--- src/rtl/sfir_pkg.sv ---
// Shared definitions for the symmetric FIR datapath and its sequencer.
// The datapath top and the sequencer both take their default latency from
// here so the two cannot drift apart.
package sfir_pkg;

  // Sequencer states; the encoding is fixed so other blocks can decode it
  typedef enum logic [1:0] {
    CLEAR = 2'd0,
    RUN   = 2'd1,
    FLUSH = 2'd2
  } seq_state_t;

  localparam int DSIZE_DEFAULT = 16;
  localparam int NBTAP_DEFAULT = 4;

  // Enabled-cycle latency of the systolic datapath: the 2*nbtap delay line
  // plus the pre-add, multiply and accumulate register stages
  function automatic int dp_lat_for(input int nbtap);
    return 2 * nbtap + 3;
  endfunction

  localparam int DP_LAT_DEFAULT = dp_lat_for(NBTAP_DEFAULT);

endpackage

--- src/rtl/sfir_tag_pipe.sv ---
// One valid bit per datapath stage. The tags move together with the
// datapath, so the bit that falls out of the last stage says whether the
// current datapath result belongs to a real sample.
module sfir_tag_pipe #(
  parameter int depth = 11
) (
  input  logic clk,
  input  logic clr,
  input  logic en,
  input  logic din,
  output logic dout
);

  logic [depth-1:0] tags;

  // Shift in step with the datapath; a clear drops every in-flight tag
  always_ff @(posedge clk) begin
    if (clr) begin
      tags <= '0;
    end else if (en) begin
      tags <= {tags[depth-2:0], din};
    end
  end

  assign dout = tags[depth-1];

endmodule

--- src/rtl/sfir_seq.sv ---
// Sequencer for the systolic symmetric FIR datapath. It owns the datapath
// clock-enable, clears the unreset datapath registers by pushing zeros
// through after reset, tracks which results are real, freezes the datapath
// under output back-pressure, and drains in-flight samples on a flush.
module sfir_seq
  import sfir_pkg::*;
#(
  parameter int dsize  = DSIZE_DEFAULT,
  parameter int nbtap  = NBTAP_DEFAULT,
  parameter int dp_lat = dp_lat_for(nbtap)
) (
  input  logic             clk,
  input  logic             rst,
  input  logic             in_valid,
  output logic             in_ready,
  input  logic [dsize-1:0] in_data,
  input  logic             flush,
  output logic             dp_ce,
  output logic [dsize-1:0] dp_in,
  input  logic [dsize-1:0] dp_out,
  output logic             out_valid,
  input  logic             out_ready,
  output logic [dsize-1:0] out_data,
  output logic             busy
);

  // The counter must reach dp_lat-1, the last advance of a clear or drain
  localparam int            cw       = $clog2(dp_lat + 1);
  localparam logic [cw-1:0] cnt_last = cw'(dp_lat - 1);

  seq_state_t    state;
  logic [cw-1:0] cnt;
  logic          adv;
  logic          accept;
  logic          stall;

  // A real result that downstream refuses must not be overwritten
  assign stall  = out_valid && !out_ready;
  assign accept = in_valid && in_ready;

  // Per-state handshake and advance decode; RUN only moves on a new sample
  always_comb begin
    in_ready = 1'b0;
    dp_in    = '0;
    adv      = 1'b0;
    case (state)
      CLEAR: begin
        adv = 1'b1;
      end
      RUN: begin
        in_ready = !stall;
        dp_in    = in_data;
        adv      = in_valid && !stall;
      end
      FLUSH: begin
        adv = !stall;
      end
      default: begin
        adv = 1'b0;
      end
    endcase
  end

  // The datapath must hold still while reset is asserted
  assign dp_ce    = adv && !rst;
  assign out_data = dp_out;
  assign busy     = (state != RUN);

  // State and counter: CLEAR and FLUSH each last exactly dp_lat advances
  always_ff @(posedge clk) begin
    if (rst) begin
      state <= CLEAR;
      cnt   <= '0;
    end else begin
      case (state)
        CLEAR: begin
          if (cnt == cnt_last) begin
            state <= RUN;
            cnt   <= '0;
          end else begin
            cnt <= cnt + cw'(1);
          end
        end
        RUN: begin
          if (flush) begin
            state <= FLUSH;
          end
        end
        FLUSH: begin
          if (adv) begin
            if (cnt == cnt_last) begin
              state <= RUN;
              cnt   <= '0;
            end else begin
              cnt <= cnt + cw'(1);
            end
          end
        end
        default: begin
          state <= CLEAR;
          cnt   <= '0;
        end
      endcase
    end
  end

  sfir_tag_pipe #(
    .depth(dp_lat)
  ) u_tag_pipe (
    .clk (clk),
    .clr (rst),
    .en  (adv),
    .din (accept),
    .dout(out_valid)
  );

endmodule

--- config.mk ---
export PLATFORM = sky130hd
export DESIGN_NAME = sfir_seq
export DESIGN_NICKNAME = d
export VERILOG_FILES = /design/src/rtl/sfir_pkg.sv /design/src/rtl/sfir_tag_pipe.sv /design/src/rtl/sfir_seq.sv
export SDC_FILE = /design/constraint.sdc
export NUM_CORES = 1
export LEC_CHECK = 0
export ABC_AREA = 1
export CAP_MARGIN = 10
export CORE_AREA = 5 5 87 49
export CTS_CLUSTER_DIAMETER = 30
export DETAILED_ROUTE_END_ITERATION = 12
export DIE_AREA = 0 0 92 54
export PLACE_DENSITY = 0.71
export SLEW_MARGIN = 20
export SYNTH_ARGS = -nofsm -noshare
export SYNTH_HDL_FRONTEND = slang
export SYNTH_SLANG_ARGS = --single-unit
--- constraint.sdc ---
create_clock -name clk -period 1.2 [get_ports clk]
set_input_delay 0.36 -clock clk [delete_from_list [all_inputs] [get_ports clk]]
set_output_delay 0.36 -clock clk [all_outputs]
set_load 0.05 [all_outputs]
==> run metrics <==
main combinational cell family by area after synthesis simple AND/OR/NAND/NOR gates; Worst EP arrival 1.20 ns; largest net degree at the start of global routing 13; Area Growth Syn to Fin 108%; post-synthesis mux area share 0%; reg-to-reg slack, setup -0.11 ns; failing checks negative setup slack; final core occ about three fifths; Initial DRT Pass Iterations 5; Chip Width roughly 90 µm; Met1 Routed Length 1.39 mm; RSZ-0062 raised after global routing true; simple-gate share of the synthesized area 31.4%; Synth Area in Compound Gates under 10%; PortBufs 40; Worst Max-Slew Pin Slew roughly 0.20 ns; Lkg Pwr roughly 0.00093 µW; Die Y 54 µm; dpl cell area roughly 0.0018 mm²; Max Buffers Root-to-Sink 2; relative slew slack ~87%; status finished, violations left; H-tree level count 1; #FFs+latches synth 17; Final Slew Violations 0; wirelength, routed 3.21 mm; clock skew about 0.0066 ns; Design Power approximately 1200 µW; fillers 287; clk_lat worst skew 0.26 ns; Mapped Avg Cell Area around 6.5 µm²; CTS tree built; std cell rows 16; diodes inserted 0; fmax between 600 and 700 MHz; yosys warns 0; hold buffers post-CTS 0; type of destination of the critical path output pin; total of max-cap violations 0; antenna violations before repair 0; Crit Path Category reg2out; CTS Sinks 17; met2 wire len ~1.6 mm; routed len/inst 12.8 µm; GRT overflow 0; All-Layer GR Usage between 10% and 20%; final setup fails 31; peak supply drop roughly 300 µV; fin crit share 130%; layout cell share with drive strength beyond 1 a little under half; crit start category register; Max Used Layer met4; Nets between 200 and 250; multi-input logic area just over 600 µm²; crit path time final roughly 1.6 ns; CP max FO 5; Initial Utilization between 20% and 30%; root buf cell clkbuf_8; Finished Cell Area around 0.0021 mm²; routed vias/inst 4.36; pwr dens a little under 600 mW/mm²; I/O Pins between 70 and 80; synthesized cell area roughly 1000 µm²; Iter 0 DRT Violations 42; Storage cell area around 350 µm²; syn_nets 193; Netlist cell types 18; sequential fraction of the synthesis area between 30 and 40%; vias after detailed routing around 1100; Num CTS Buffers 3; critical path required time ~0.84 ns; Die Footprint between 0.004 and 0.005 mm²; Final Wtd Congestion around 0.75; post-route insts no fill 250; worst min-delay path category reg2reg; first-pass GRT wire length 4.07 mm; Synth Area in XOR/XNOR 0%; met3 wire length ~200 µm; Post-Synth Adder-Cell Area ~2.5%; Final Hold Viols 0; post-detail-place hpwl around 2.0 mm; Worst-path clk slew 0.07 ns; final routed DRC violation total 0; Cells after Synth ~150; core area about 0.0036 mm²; final worst setup slack -0.356 ns; dpl cells roughly 230; vias in the first global route approximately 880; Post-DRT Antenna Nets 0
-- kinds of logic (layout without fill, tap and decap cells) --
logic type | after synthesis | after routing
flip-flops | 17 | 17
adder cells (fa/ha/maj) | 2 | 2
buffers and inverters | 45 | 96
AND/OR/NAND/NOR | 75 | 75
AO/OA/AOI/OAI | 15 | 15
-- power breakdown --
group	internal (µW)	total [µW]	switching, µW
combinational	102	186	83.3
clock	236	439	203
sequential	569	577	7.49
-- area by class of cell --
type                       instances  share of cell area, %
sequential                        17                   16.8
multi-input combinational         92                   30.0
tap                               45                   2.71
timing repair inverter             1                  0.422
inverter                          25                   5.13
timing repair buffer              66                   42.7
clock buffer                       4                   2.17
-- worst paths after layout --
path,depth (start not counted),to,startpoint
hold reg to reg,2,u_tag_pipe.tags[0]$_SDFFE_PP0P_,u_tag_pipe.tags[0]$_SDFFE_PP0P_
setup reg to reg,8,u_tag_pipe.tags[0]$_SDFFE_PP0P_,state[0]$_SDFFE_PP0P_
hold / removal,2,u_tag_pipe.tags[0]$_SDFFE_PP0P_,u_tag_pipe.tags[0]$_SDFFE_PP0P_
setup / recovery,4,in_ready,state[0]$_SDFFE_PP0P_
-- critical path, stage by stage, from the launching register on --
cell	delay (ns)
dfxtp_4	0.39
nand2_4	0.11
buf_6	0.14
a21oi_4	0.14
buf_12	0.15
-- flip-flops by register name (all words and copies together), names as in the netlist --
name,flops
state,2
cnt,4
u_tag_pipe.tags,11
-- through the flow --
stage | TNS [ns] | hold WS [ns] | setup WS [ns]
final | -6.86 | 0.487 | -0.356
after global routing | -8.51 | 0.498 | -0.420
after CTS | -6.30 | 0.473 | -0.355
after detailed placement | -12.59 | 0.466 | -0.697
after global placement | -12.21 | 0.459 | -0.680
after floorplan | -1.88 | 0.422 | -0.218
-- timing repair --
item,4_1_cts,5_1_grt
pin swaps,6,2
buffers inserted,5,5
gates cloned,1,2
setup endpoints to repair,36,36
resized for setup,14,29
-- routing by layer --
metal,global-route usage (%),vias to the layer above
li1,-,555
met5,0,-
met3,3.35,6
met1,13.8,495
met4,4.68,0
met2,16.4,33
-- layout by cell type (no fill, tap or decap), types with 2 or more instances in the layout --
cell type        instances
dfxtp_1                 14
inv_2                    3
nand2_4                  2
clkdlybuf4s50_1         17
o21ai_0                  4
nand2_1                 14
buf_6                    4
nor2_1                  18
inv_1                   21
nor2_4                  18
o21ai_1                  5
nor2_2                   7
buf_12                  23
nand4_1                  2
dlygate4sd2_1            2
clkbuf_8                 3
buf_4                   17
nand3_1                  6
nand2_2                  6
dfxtp_4                  2
o21ai_2                  2
a21oi_1                  2
ha_1                     2
-- Yosys cell counts (all sizes together) --
master | count | area (µm²)
clkbuf | 1 | 3.75
buf | 19 | 144
dfxtp | 17 | 340
inv | 25 | 93.8
nand3 | 7 | 35.0
nor2 | 43 | 161
a21oi | 4 | 23.8
ha | 2 | 25.0
nand2 | 22 | 92.6
o21ai | 11 | 55.1
nand4 | 3 | 25.0
(Power assumes the default switching activity.)
